`src/rtl/pipe_pkg.sv`:
```
// Shared types and constants for the IF/OF pipeline buffer.
// Provides the occupancy state encoding and the ISA nop word.
package pipe_pkg;

  typedef enum logic [1:0] {
    EMPTY = 2'd0,
    ONE   = 2'd1,
    TWO   = 2'd2
  } state_e;

  localparam logic [31:0] ISA_NOP = 32'h68000000;

  function automatic logic has_room(input state_e s);
    return (s != TWO);
  endfunction

endpackage

```
`src/rtl/sat_counter.sv`:
```
// Saturating event counter that updates on the falling clock edge.
// Increments once per cycle while inc is high and sticks at all-ones.
module sat_counter #(
  parameter int CNT_W = 16
) (
  input  logic             clk,
  input  logic             rst_n,
  input  logic             inc,
  output logic [CNT_W-1:0] cnt
);

  logic [CNT_W-1:0] r_cnt;
  logic             w_at_max;

  assign w_at_max = (r_cnt == {CNT_W{1'b1}});

  // Count events, holding at the maximum value instead of wrapping.
  always_ff @(negedge clk) begin
    if (!rst_n) begin
      r_cnt <= {CNT_W{1'b0}};
    end else if (inc && !w_at_max) begin
      r_cnt <= r_cnt + {{(CNT_W-1){1'b0}}, 1'b1};
    end else begin
      r_cnt <= r_cnt;
    end
  end

  assign cnt = r_cnt;

endmodule

```
`src/rtl/if_of_pipe_buffer.sv`:
```
// IF->OF pipeline register with a head entry plus one skid entry.
// Stall holds contents, flush kills them and may inject a NOP bubble.
module if_of_pipe_buffer
  import pipe_pkg::*;
#(
  parameter int                 PC_W            = 32,
  parameter int                 INSTR_W         = 32,
  parameter logic [INSTR_W-1:0] NOP_INSTR       = ISA_NOP,
  parameter logic [PC_W-1:0]    RESET_PC        = {PC_W{1'b0}},
  parameter bit                 BUBBLE_ON_FLUSH = 1'b1,
  parameter int                 CNT_W           = 16
) (
  input  logic               clk,
  input  logic               rst_n,
  input  logic               in_valid,
  output logic               in_ready,
  input  logic [PC_W-1:0]    in_pc,
  input  logic [INSTR_W-1:0] in_instr,
  input  logic               stall,
  input  logic               flush,
  output logic               out_valid,
  input  logic               out_ready,
  output logic [PC_W-1:0]    out_pc,
  output logic [INSTR_W-1:0] out_instr,
  output logic               out_bubble,
  output logic [CNT_W-1:0]   stall_cnt,
  output logic [CNT_W-1:0]   flush_cnt
);

  state_e             r_state;
  logic [PC_W-1:0]    r_head_pc;
  logic [INSTR_W-1:0] r_head_instr;
  logic               r_head_bubble;
  logic [PC_W-1:0]    r_skid_pc;
  logic [INSTR_W-1:0] r_skid_instr;

  logic w_push;
  logic w_pop;

  assign in_ready  = rst_n & ~flush & ~stall & has_room(r_state);
  assign out_valid = (r_state != EMPTY);
  assign w_push    = in_valid & in_ready;
  assign w_pop     = out_valid & out_ready;

  // Occupancy FSM with head/skid loads; flush outranks stall, push and pop.
  always_ff @(negedge clk) begin
    if (!rst_n) begin
      r_state       <= EMPTY;
      r_head_pc     <= RESET_PC;
      r_head_instr  <= NOP_INSTR;
      r_head_bubble <= 1'b0;
      r_skid_pc     <= RESET_PC;
      r_skid_instr  <= NOP_INSTR;
    end else if (flush) begin
      r_skid_pc    <= RESET_PC;
      r_skid_instr <= NOP_INSTR;
      if (BUBBLE_ON_FLUSH) begin
        r_state       <= ONE;
        r_head_pc     <= RESET_PC;
        r_head_instr  <= NOP_INSTR;
        r_head_bubble <= 1'b1;
      end else begin
        r_state       <= EMPTY;
        r_head_bubble <= 1'b0;
      end
    end else begin
      case (r_state)
        EMPTY: begin
          if (w_push) begin
            r_state       <= ONE;
            r_head_pc     <= in_pc;
            r_head_instr  <= in_instr;
            r_head_bubble <= 1'b0;
          end else begin
            r_state <= EMPTY;
          end
        end
        ONE: begin
          case ({w_push, w_pop})
            2'b10: begin
              r_state      <= TWO;
              r_skid_pc    <= in_pc;
              r_skid_instr <= in_instr;
            end
            2'b11: begin
              r_head_pc     <= in_pc;
              r_head_instr  <= in_instr;
              r_head_bubble <= 1'b0;
            end
            2'b01: begin
              r_state       <= EMPTY;
              r_head_bubble <= 1'b0;
            end
            default: begin
              r_state <= ONE;
            end
          endcase
        end
        TWO: begin
          if (w_pop) begin
            r_state       <= ONE;
            r_head_pc     <= r_skid_pc;
            r_head_instr  <= r_skid_instr;
            r_head_bubble <= 1'b0;
            r_skid_pc     <= RESET_PC;
            r_skid_instr  <= NOP_INSTR;
          end else begin
            r_state <= TWO;
          end
        end
        default: begin
          r_state       <= EMPTY;
          r_head_bubble <= 1'b0;
        end
      endcase
    end
  end

  assign out_pc     = r_head_pc;
  assign out_instr  = r_head_instr;
  assign out_bubble = r_head_bubble;

  sat_counter #(.CNT_W(CNT_W)) u_stall_cnt (
    .clk   (clk),
    .rst_n (rst_n),
    .inc   (stall),
    .cnt   (stall_cnt)
  );

  sat_counter #(.CNT_W(CNT_W)) u_flush_cnt (
    .clk   (clk),
    .rst_n (rst_n),
    .inc   (flush),
    .cnt   (flush_cnt)
  );

endmodule
```
`config.mk`:
```
export PLATFORM = sky130hd
export DESIGN_NAME = if_of_pipe_buffer
export DESIGN_NICKNAME = d
export VERILOG_FILES = /design/src/rtl/pipe_pkg.sv /design/src/rtl/sat_counter.sv /design/src/rtl/if_of_pipe_buffer.sv
export SDC_FILE = /design/constraint.sdc
export NUM_CORES = 1
export LEC_CHECK = 0
export ABC_AREA = 1
export ABC_CLOCK_PERIOD_IN_PS = 2300
export BUFFER_PORTS_ARGS = -buffer_cell sky130_fd_sc_hd__buf_2
export CAP_MARGIN = 20
export CORE_AREA = 2 2 122 124
export CTS_CLUSTER_DIAMETER = 30
export DETAILED_ROUTE_END_ITERATION = 12
export DIE_AREA = 0 0 124 126
export PLACE_DENSITY = 0.79
export SLEW_MARGIN = 40
export SYNTH_ARGS = -nofsm -noshare
export SYNTH_HDL_FRONTEND = slang
export SYNTH_HIERARCHICAL = 1
export SYNTH_SLANG_ARGS = --single-unit
```
`constraint.sdc`:
```
create_clock -name clk -period 2.3 [get_ports clk]
set_input_delay 0.46 -clock clk [delete_from_list [all_inputs] [get_ports clk]]
set_output_delay 0.46 -clock clk [all_outputs]
set_load 0.05 [all_outputs]
```
==> results.toml, run 1 <==
[global_route]
grt_max_degree = 71

[die]
die_w_um = 124
top_level_ports = 169
initial_utilization_pct = 53.3
fp-row-count = 44
die_y_um = 126

[outcome]
failed_stage = "global routing"
status = "did not finish"
error = "[ERROR DPL-0038] Utilization greater than 100%, impossible to legalize"

[clock_tree]
cts_root_buf = "clkbuf_16"
clk_path_buf_depth = 2
clock-sinks = 163
cts_made_buffers = 17
h-tree-depth = 4

[synthesis]
synth_area_leaders = "dfxtp_1 (43%), nand2_1 (20%), nand3_1 (9.9%)"
synthDominantCellAreaShare_pct = 42.8
yosysUniqueCellTypes = 24
synth_area_per_cell_um2 = 6.75
ys_seq_area_share_pct = 42.8
netlist_area_mm2 = 0.00762
syn_nets = 1204
synth_cells = 1129
yosys.area.top_type = "dfxtp_1"
synth-seq-cells = 163
yosysWarnings = 6

[timing]
worst_endpoint = "in_ready"
worst-ep-kind = "top-level output"

[placement]
place.gp.congestion = 0.896
port_buffers = 168
dpl.hpwl_um = 13500
placed_area_mm2 = 0.00914
## logic make-up after synthesis
kind of cell	after synthesis	synth area share, %
AO/OA/AOI/OAI	157	10.4
adder cells (fa/ha/maj)	5	0.820
AND/OR/NAND/NOR	683	39.1
buffers and inverters	121	6.96
flip-flops	163	42.8
## stage by stage
stage	hold slack (ps)	setup WS (ps)	TNS (ps)	instances
CTS	459	-574	-68980	1757
global placement	438	-936	-122590	1481
floorplan	437	-565	-67150	1129
detailed placement	448	-992	-125740	1481
## cell usage after synthesis (all sizes together)
library cell / instances
a21oi: 150
buf: 37
clkbuf: 33
dfxtp: 163
ha: 5
inv: 51
nand2: 412
nand3: 161
nand4: 12
nor2: 90
nor3: 5
o21ai: 7
or2: 3
## repair_timing
| item | CTS |
|---|---|
| pin swaps | 58 |
| setup endpoints to repair | 229 |
| hold buffers | 0 |
| gates resized for setup | 631 |
| gates cloned | 23 |
| setup buffers | 64 |
==> run 2: changes to the inputs <==
CORE_AREA = 2 2 142 144   (was 2 2 122 124)
CTS_CLUSTER_DIAMETER = default   (was 30)
DIE_AREA = 0 0 144 146   (was 0 0 124 126)
PLACE_DENSITY = default   (was 0.79)
PLACE_DENSITY_LB_ADDON = 0.15   (was default)
==> results.toml, run 2 <==
[clock_tree]
tritoncts = "yes"
insertion_delay_ps = 480
cts_hold_buf = 0
h-tree-depth = 4
cts_made_buffers = 17
clk_pin_slew_ps = 40
clock-sinks = 163
cts_root_buf = "clkbuf_16"
clk_path_buf_depth = 2

[min_path]
min_path_cells = 2
hp-class = "reg2reg"

[outcome]
violations = "negative setup slack"
status = "complete, but fails checks"

[timing]
setup_viol = 229
fin_ws_ps = -581
hold_viol_final = 0
slew_violations = 0
finalClockSkew_ps = 24.7
tightest_slew_ps = 848
relSlewSlack_pct = 43.5
rsz0062_at_grt = "true"

[worst_setup_path]
worstPathArrival_ps = 2420
required_ps = 1840
crit_path_max_fanout = 2
ff2ff_setup_slack_ps = -420
reg2reg_depth = 14
end_kind = "output port"
crit_path_start_kind = "flop"
critPathKind = "reg2out"

[layout]
areaGrowthSynthToFinish_pct = 94.0
final_util_pct = 76.5
final_cell_mix = "nand2_1 (289), inv_1 (197), buf_4 (133)"
n_fill_cell = 1303
drive_gt1_share_pct = 52.1
layout.nets = 1682
layout_commonest_cell = "nand2_1"

[global_route]
gr-total-overflow = 0
track_usage_pct = 27.9
grt_max_degree = 71
grt_pass1_wl_um = 46600
antenna_found_initial = 1
grt_pass1_vias = 9596

[placement]
post-place-ws_ps = -920
place.gp.congestion = 0.850
dpl.hpwl_um = 14700
port_buffers = 168

[synthesis]
synth_area_leaders = "dfxtp_1 (43%), nand2_1 (20%), nand3_1 (9.9%)"
netlist_area_mm2 = 0.00762
synth_edf_count = 0
yosysUniqueCellTypes = 24
yosysMostFrequentCell = "nand2_1"
synthDominantCellAreaShare_pct = 42.8
synth_common_cells = "nand2_1 (403), dfxtp_1 (163), nand3_1 (151)"
ys_seq_area_share_pct = 42.8
async_reset_ff_share_pct = 0
yosys.area.top_type = "dfxtp_1"
yosysWarnings = 6
synth_area_per_cell_um2 = 6.75
syn_nets = 1204
ys.flop_type = "dfxtp_1"
synth-seq-cells = 163
synth_cells = 1129

[pwr]
switching_share_pct = 34.0
power_density_mw_per_mm2 = 601
p_leak_nw = 6.70
pwr-share-comb_pct = 16.3
power_switching_mw = 3.02
clkPwrFrac_pct = 50.8
power.internal_mw = 5.87
pwr-share-seq_pct = 32.9
vdd.ir_drop.worst_uv = 536

[die]
dieArea_mm2 = 0.0210
top_level_ports = 169
die_y_um = 146
die_w_um = 144
fp-row-count = 51
core_mm2 = 0.0193
initial_utilization_pct = 39.4

[detailed_routing]
drt-initial-drc-count = 673
drc = 0
postRouteAntennaNets = 0
drt_wl_total_um = 31700
viasPerCell = 5.17
num_vias = 9761
routedWlPerCell_um = 16.8
dr.pass1.iters = 5

[flow_run]
cap_violations = 0
==> run 2: final cells by class <==
class                           instances  area, um2  share of cell area (%)
Multi-Input combinational cell        845       5330                    36.1
Antenna cell                            3       7.51                  0.0507
Clock buffer                           17        425                    2.88
Tap cell                              265        332                    2.24
Timing Repair inverter                  1       11.3                  0.0761
Timing Repair Buffer                  368       4170                    28.2
Sequential cell                       163       3450                    23.3
Clock inverter                        178        860                    5.81
Inverter                               48        211                    1.43
==> run 2: per-layer routing <==
layer | vias to the layer above | global-route usage, % | wire, um
li1 | 4642 | - | -
met1 | 4603 | 32.4 | 12400
met2 | 436 | 46.2 | 16200
met3 | 80 | 8.19 | 2190
met4 | 0 | 14.5 | 975
met5 | - | 0 | 0
==> run 2: power groups by stage <==
| stage | logic (mW) | registers, mW | clock network, mW |
|---|---|---|---|
| finish | 1.45 | 2.93 | 4.51 |
| global route | 1.51 | 2.92 | 4.97 |
| CTS | 1.33 | 2.93 | 4.53 |
| detailed placement | 0.789 | 2.96 | 0.438 |
| global placement | 0.788 | 2.96 | 0.438 |
| floorplan | 0.360 | 3.10 | 0.438 |
==> run 2: kinds of logic (layout without fill, tap and decap cells) <==
| logic type | after synthesis | count (layout) | share of synthesized area, % |
|---|---|---|---|
| AND/OR/NAND/NOR | 683 | 683 | 39.1 |
| flip-flops | 163 | 163 | 42.8 |
| AO/OA/AOI/OAI | 157 | 157 | 10.4 |
| buffers and inverters | 121 | 612 | 6.96 |
| adder cells (fa/ha/maj) | 5 | 5 | 0.820 |
| other | 0 | 3 | 0 |
==> run 2: worst paths after layout <==
kind                startpoint             to
setup / recovery    r_state[0]       in_ready
hold / removal    r_skid_pc[2]   r_skid_pc[2]
setup reg to reg    r_state[0]  out_instr[15]
hold reg to reg   r_skid_pc[2]   r_skid_pc[2]
==> run 2: timing repair <==
item / in CTS / in global routing
buffers inserted: 71 / 36
gates cloned: 28 / 0
gates resized for setup: 695 / 145
pin swaps: 61 / 70
endpoints found under the setup margin: 229 / 233
==> run 2: through the flow <==
step                area [um2]  power (mW)  TNS [ps]  hold WS [ps]  std cells
floorplan                 7840        3.90    -67150           437       1129
finish                   14800        8.88    -80130           460       1888
global placement          9310        4.19   -121630           444       1571
CTS                      14100        8.79    -71830           457       1860
detailed placement        9310        4.18   -123650           447       1571
global route             14800        9.40    -91130           475       1885
==> run 2: critical path: stages, from the launching register on <==
cell and delay, ps:
dfxtp_2 320, inv_2 40, nand2_4 60, inv_4 40
nor3_4 150, buf_6 190
Note: power is estimated with default switching activity, not from simulation.
